**config.mk**
```make
export PLATFORM = sky130hd
export DESIGN_NAME = arb8_rr_seq
export DESIGN_NICKNAME = d
export VERILOG_FILES = /design/src/rtl/arb8_rr_seq.sv
export SDC_FILE = /design/constraint.sdc
export NUM_CORES = 1
export LEC_CHECK = 0
export CAP_MARGIN = 20
export CORE_MARGIN = 10
export CORE_UTILIZATION = 50
export DETAILED_ROUTE_END_ITERATION = 8
export PLACE_DENSITY = 0.74
export SETUP_SLACK_MARGIN = 0.15
export SYNTH_ARGS = -nofsm -noshare
export SYNTH_HDL_FRONTEND = slang
export SYNTH_SLANG_ARGS = --single-unit
```
**constraint.sdc**
```tcl
create_clock -name clk -period 10.4 [get_ports clk]
set_clock_uncertainty 0.05 [all_clocks]
set_input_delay 2.08 -clock clk [delete_from_list [all_inputs] [get_ports clk]]
set_output_delay 2.08 -clock clk [all_outputs]
set_load 0.01 [all_outputs]
```
**src/rtl/arb8_rr_seq.sv**
```systemverilog
// Eight-way round-robin arbiter with hold limit, one-cycle release gap and
// a 7-segment readout of the current grant index.
module arb8_rr_seq #(
    parameter int unsigned HOLD_MAX = 15
) (
    input  logic       clk,
    input  logic       rst_n,
    input  logic       en,
    input  logic [7:0] req,
    input  logic       done,
    output logic [7:0] gnt,
    output logic [2:0] gidx,
    output logic       gvalid,
    output logic       tmo,
    output logic [6:0] seg
);

    localparam int unsigned NREQ  = 8;
    localparam int unsigned IDX_W = 3;
    localparam int unsigned CNT_W = 8;

    typedef enum logic [1:0] {
        IDLE  = 2'd0,
        GRANT = 2'd1,
        GAP   = 2'd2
    } state_t;

    state_t             state_q, state_d;
    logic [IDX_W-1:0]   ptr_q, ptr_d;
    logic [CNT_W-1:0]   cnt_q, cnt_d;
    logic [NREQ-1:0]    gnt_d;
    logic [IDX_W-1:0]   gidx_d;
    logic               gvalid_d;
    logic               tmo_d;

    logic               found;
    logic [IDX_W-1:0]   pick;
    logic [IDX_W-1:0]   probe;
    logic               hold_hit;

    // First set request at or above ptr, wrapping 7 -> 0.
    always_comb begin
        found = 1'b0;
        pick  = ptr_q;
        probe = ptr_q;
        for (int i = 0; i < int'(NREQ); i++) begin
            probe = ptr_q + IDX_W'(i);
            if (!found && req[probe]) begin
                found = 1'b1;
                pick  = probe;
            end
        end
    end

    assign hold_hit = (cnt_q == CNT_W'(HOLD_MAX));

    // Next-state and registered-output logic.
    always_comb begin
        state_d  = state_q;
        ptr_d    = ptr_q;
        cnt_d    = cnt_q;
        gnt_d    = gnt;
        gidx_d   = gidx;
        gvalid_d = gvalid;
        tmo_d    = 1'b0;

        unique case (state_q)
            IDLE: begin
                gnt_d    = '0;
                gvalid_d = 1'b0;
                if (en && found) begin
                    state_d  = GRANT;
                    gnt_d    = NREQ'(1) << pick;
                    gidx_d   = pick;
                    gvalid_d = 1'b1;
                    cnt_d    = CNT_W'(1);
                end
            end
            GRANT: begin
                if (done || !req[gidx] || hold_hit) begin
                    state_d  = GAP;
                    gnt_d    = '0;
                    gvalid_d = 1'b0;
                    cnt_d    = '0;
                    ptr_d    = gidx + IDX_W'(1);
                    tmo_d    = !done && req[gidx];
                end else begin
                    cnt_d = cnt_q + CNT_W'(1);
                end
            end
            GAP: begin
                state_d = IDLE;
            end
            default: begin
                state_d  = IDLE;
                gnt_d    = '0;
                gvalid_d = 1'b0;
                cnt_d    = '0;
            end
        endcase
    end

    always_ff @(posedge clk or negedge rst_n) begin
        if (!rst_n) begin
            state_q <= IDLE;
            ptr_q   <= '0;
            cnt_q   <= '0;
            gnt     <= '0;
            gidx    <= '0;
            gvalid  <= 1'b0;
            tmo     <= 1'b0;
        end else begin
            state_q <= state_d;
            ptr_q   <= ptr_d;
            cnt_q   <= cnt_d;
            gnt     <= gnt_d;
            gidx    <= gidx_d;
            gvalid  <= gvalid_d;
            tmo     <= tmo_d;
        end
    end

    // Active-low segments a..g in bits 0..6; blank when nothing is granted.
    always_comb begin
        seg = 7'h7F;
        if (gvalid) begin
            unique case (gidx)
                3'd0: seg = 7'h40;
                3'd1: seg = 7'h79;
                3'd2: seg = 7'h24;
                3'd3: seg = 7'h30;
                3'd4: seg = 7'h19;
                3'd5: seg = 7'h12;
                3'd6: seg = 7'h02;
                3'd7: seg = 7'h78;
                default: seg = 7'h7F;
            endcase
        end
    end

endmodule
```
After elaboration in Yosys (flattened, before gate mapping)
Memory sizes are Yosys's and may differ from the RTL's.
Cells that the tools add are included.
{ "op_classes": {"shifts": 1, "n_bitwise": 1, "magnitude_cmp": 9, "n_reduce_logical": 26, "mux": 48, "add_sub_neg": 9, "n_eq_ne": 5} }
{ "ops": {"columns": ["cell", "n"], "rows": [
  ["8-bit case mux with 3 select lines", 2],
  ["3-bit by 4-bit less-than comparator with 1-bit output, second input constant", 9],
  ["8-bit two-way mux", 4],
  ["1-bit binary-select mux with 3-bit select", 9],
  ["1-bit two-way mux", 21],
  ["3-bit two-way mux", 7],
  ["3-bit adder, second input constant", 4],
  ["2-bit AND reduction", 5],
  ["1-bit logical AND", 9],
  ["1-bit zero test", 9],
  ["8-bit by 1-bit adder with 8-bit output, second input constant", 1],
  ["8-bit by 4-bit equality test with 1-bit output, second input constant", 1],
  ["1-bit by 3-bit left shift with 8-bit output, first input constant", 1],
  ["7-bit two-way mux", 1],
  ["3-bit by 1-bit adder with 3-bit output, second input constant", 2],
  ["3-bit by 2-bit adder with 3-bit output, second input constant", 2],
  ["2-bit two-way mux", 2],
  ["2-bit inequality test, second input constant", 2],
  ["2-bit case mux with 2 select lines", 1],
  ["1-bit case mux with 3 select lines", 1],
  ["2-bit by 1-bit equality test with 1-bit output, second input constant", 1],
  ["2-bit equality test, second input constant", 1],
  ["2-bit zero test", 1],
  ["1-bit logical OR", 2],
  ["1-bit NOT", 1]
]} }
{ "word_totals": {"mem_count": 1, "out_inout_bits": 20, "rom_bits": 56, "reg_bits": 26} }
{ "mem_list": {"columns": ["name", "words", "word_bits", "rd", "rd_clocked_by_memory_dff", "write_ports", "line_no", "source"], "rows": [
  ["(name not given)", 8, 7, 1, 0, 0, "127", "unique case (gidx)"]
]} }

Depth between registers and ports, before layout
{ "logic_depth": {"ltp_word": 27, "depth_mapped": 12, "ltp_nobuf": 9} }

Worst setup path before layout
No wires, ideal clock.
{ "synth_timing": {"path_type": "in2reg", "start": "in req[6]", "end": "reg gidx[0]", "slack_ns": 6.171, "arrival_ns": 4.039, "n_path_buf": 0, "cell_stages": 6, "path_cell_list": "mux2_2 mux4_1 a22o_2 a311oi_1 mux2i_1 o21ai_1"} }
{ "synth_via": {"elab_chain_len": 26, "word_cells_on_any_way": 47, "classes_between": "mux (31); reduce/logical (16)"} }
{ "synth_lines": {"columns": ["item", "line_no", "source"], "rows": [
  ["from (decl)", "9", "input logic [7:0] req,"],
  ["1-bit binary-select mux with 3-bit select", "48", "if (!found && req[probe]) begin"],
  ["1-bit two-way mux (implied by the code)", "48", null],
  ["1-bit two-way mux", "48", null],
  ["1-bit zero test", "48", null],
  ["1-bit logical AND", "48", null],
  ["1-bit two-way mux", "48", null],
  ["1-bit zero test", "48", null],
  ["1-bit logical AND", "48", null],
  ["[10 not listed]", null, null],
  ["1-bit zero test", "48", null],
  ["1-bit logical AND", "48", null],
  ["1-bit two-way mux", "48", null],
  ["1-bit zero test", "48", null],
  ["1-bit logical AND", "48", null],
  ["1-bit two-way mux", "48", null],
  ["1-bit logical AND", "71", "if (en && found) begin"],
  ["2-bit AND reduction (no line)", null, null],
  ["to (signal assigned)", "117", "gidx <= gidx_d;"],
  ["to (decl)", "12", "output logic [2:0] gidx,"]
]} }
Several ways; a longest one is shown, not always the timed one. The select of a mux whose other input is x is not followed.
A chain may end at the register's enable or synchronous reset.

Worst setup path in the final report
{ "layout_timing": {"start": "in req[2]", "end": "reg gidx[0]"} }
The elaborated chain is that of the path after synthesis.

==> out/results.ini <==
[outcome]
status = finished clean

[clock_network]
clockRootBuffer = clkbuf_8
cts_setup_buffers = 0
path_clk_slew_ps = 90
cts_sinks = 26
cts_resized = 0
cts_tree = yes
hold_buffers = 0
cts_max_level = 1
cts_buffers = 3
clock_latency_ps = 260
cts_max_path_buffers = 2

[floorplanning]
die_height_um = 87.4
start_util_pct = 51.8
die_x_um = 87.4
top_level_ports = 32
rows = 24
core-area_sq_um = 4380
die-area_sq_um = 7630

[power]
p_int_uw = 470
p_sw_uw = 453
power_density_nw_per_um2 = 349
p_sw_share_pct = 49.1
power.share.sequential_pct = 20.0
ir_drop_mv = 0.204
p_leak_uw = 0.00111
p_clk_share_pct = 6.0
combPwrFrac_pct = 74.0

[grt]
gr-total-overflow = 0
antenna_found_initial = 0
grt_pass1_wl_mm = 9.43
grt_use_met1_pct = 20.4
met3_usage_pct = 4.68
grt_pass1_vias = 1934
grt_util_all_layers_pct = 14.8
use_met2_pct = 22.0
grt_max_degree = 27
busiest_layer = met2

[synth]
ys_seq_area_share_pct = 28.7
syn_area_per_cell_sq_um = 9.58
ys_warn_count = 0
async_flop_share_pct = 100
synth.distinct_cells = 55
synth.net_count = 257
yosys-top-cells-area = dfrtp_1, mux4_2, mux4_1, nand2_1, mux2i_1
syn_inst = 237
syn_area_sq_um = 2270
synth_top_area_share_pct = 28.7
synth-edff-count = 0
yosysTopAreaCell = dfrtp_1
ys.flop_type = dfrtp_1
ys_ff_latch = 26

[place]
placed_area_sq_um = 2600
dp_slack_ps = 5220
portBuffers = 31
dpl.hpwl_mm = 4.08
gp_congestion = 0.917

[routing]
vias = 1968
drt_iter0_drc = 107
wl_per_cell_um = 16.8
drc = 0
drt-pass1-iter-count = 4
drt-total-wl_mm = 5.34
detail-route-antenna-nets = 0
via_per_inst = 6.21

[critical_path]
cp_max_fo = 9
rr_endpoint = gidx[0]
cp.required_ps = 10480
worst-r2r-cell-count = 9
r2r_slack_ps = 6140
arrival_ps = 5050
setup.worst_path.start_class = primary input
r2r-start = ptr_q[0]
end_kind = register
worst-setup-path-type = in -> reg

[finish]
drive_gt1_share_pct = 11.7
synthToLayoutAreaGrowth_pct = 16.5
fin_area_sq_um = 2650
final_cell_mix = nand2_1, clkdlybuf4s50_1, dfrtp_1
fillers = 384
layout.nets = 287
regArea_sq_um = 651
multiInputGateArea_sq_um = 1510
diodes = 0
layout_commonest_cell = nand2_1

[sta]
slew_headroom_pct = 55.9
setup_ws_ps = 5430
setup-tns-final_ps = 0
fin_crit_sh_pct = 47.8
slew_viol_final = 0
period_minus_slack_ps = 4970
rsz0062_at_grt = no
max_freq_mhz = 201
worstMarginPinSlew_ps = 660
setup_viol = 0
final-hold-violation-count = 0

[min_path]
worstHoldStart = gnt[1]
hold_depth = 2
hold_path.class = reg -> reg
hold-path-endpoint = gnt[1]

[job]
maxCapViolations = 0

synthesized netlist by cell type (all sizes together) (2+ instances only):
library cell and count:
a31oi 2, inv 12, nand3b 2, buf 6
clkbuf 2, nor3 4, xor2 3, o21ai 20
o31ai 11, mux2 7, nand3 7, a221oi 2
dfrtp 26, ha 8, a21oi 7, and2 2
nor2b 8, a22oi 2, a21o 3, and3 2
nand2b 4, mux2i 11, nor2 13, mux4 14
nor3b 3, nand2 34, o32ai 2
routing by layer:
| metal | vias up | routed length (um) |
|---|---|---|
| met1 | 947 | 2430 |
| met5 | - | 0 |
| met3 | 4 | 481 |
| met2 | 66 | 2380 |
| met4 | 0 | 40 |
| li1 | 951 | - |
final cells by class:
| type | instances | share of cell area [%] |
|---|---|---|
| clock buffer | 3 | 1.56 |
| multi-input combinational | 190 | 57.1 |
| tap | 52 | 2.46 |
| sequential | 26 | 24.6 |
| timing repair buffer | 34 | 12.6 |
| inverter | 12 | 1.70 |
logic make-up after synthesis:
kind of cell	after synthesis	share of synthesized area [%]
AO/OA/AOI/OAI	61	19.0
XOR/XNOR	4	1.54
adder cells (fa/ha/maj)	8	4.41
buffers and inverters	21	4.80
flip-flops	26	28.7
multiplexers	32	23.2
AND/OR/NAND/NOR	85	18.4
power groups by stage:
stage	registers, uW	logic [uW]	clock network, uW
global placement	187	663	0
detailed placement	187	669	0
floorplan	167	517	0
global route	194	754	61.9
finish	184	682	55.4
CTS	185	673	57.4
per-stage QoR:
step / total power, uW / util, % / hold slack [ps] / std cells
6_report: 922 / 60.3 / 435 / 317
4_1_cts: 916 / 60.2 / 439 / 316
3_3_place_gp: 850 / 59.2 / 413 / 313
3_5_place_dp: 856 / 59.2 / 420 / 313
2_1_floorplan: 684 / - / 397 / 237
5_1_grt: 1010 / 60.3 / 460 / 317
registers in the layout, summed over array words and instances (netlist names):
signal   cells
cnt_q        8
gidx         3
gnt          8
gvalid       1
ptr_q        3
state_q      2
tmo          1
worst max path at each step:
| stage | slack, ps | endpoint | from |
|---|---|---|---|
| after floorplan | 6170 | gidx[0] | req[6] |
| after global placement | 5270 | gidx[0] | req[2] |
| after detailed placement | 5220 | gnt[5] | req[2] |
| after CTS | 5500 | gidx[0] | req[2] |
| after global routing | 5200 | gidx[0] | req[1] |
| final | 5430 | gidx[0] | req[2] |
worst max-delay path, cell delays in order:
cell	delay, ps
clkdlybuf4s50_1	510
mux2_2	340
mux4_2	530
o32ai_4	440
a41oi_1	330
nor3b_1	250
mux2i_1	430
o21ai_1	140
No activity file was read; power rests on OpenSTA's default activity.
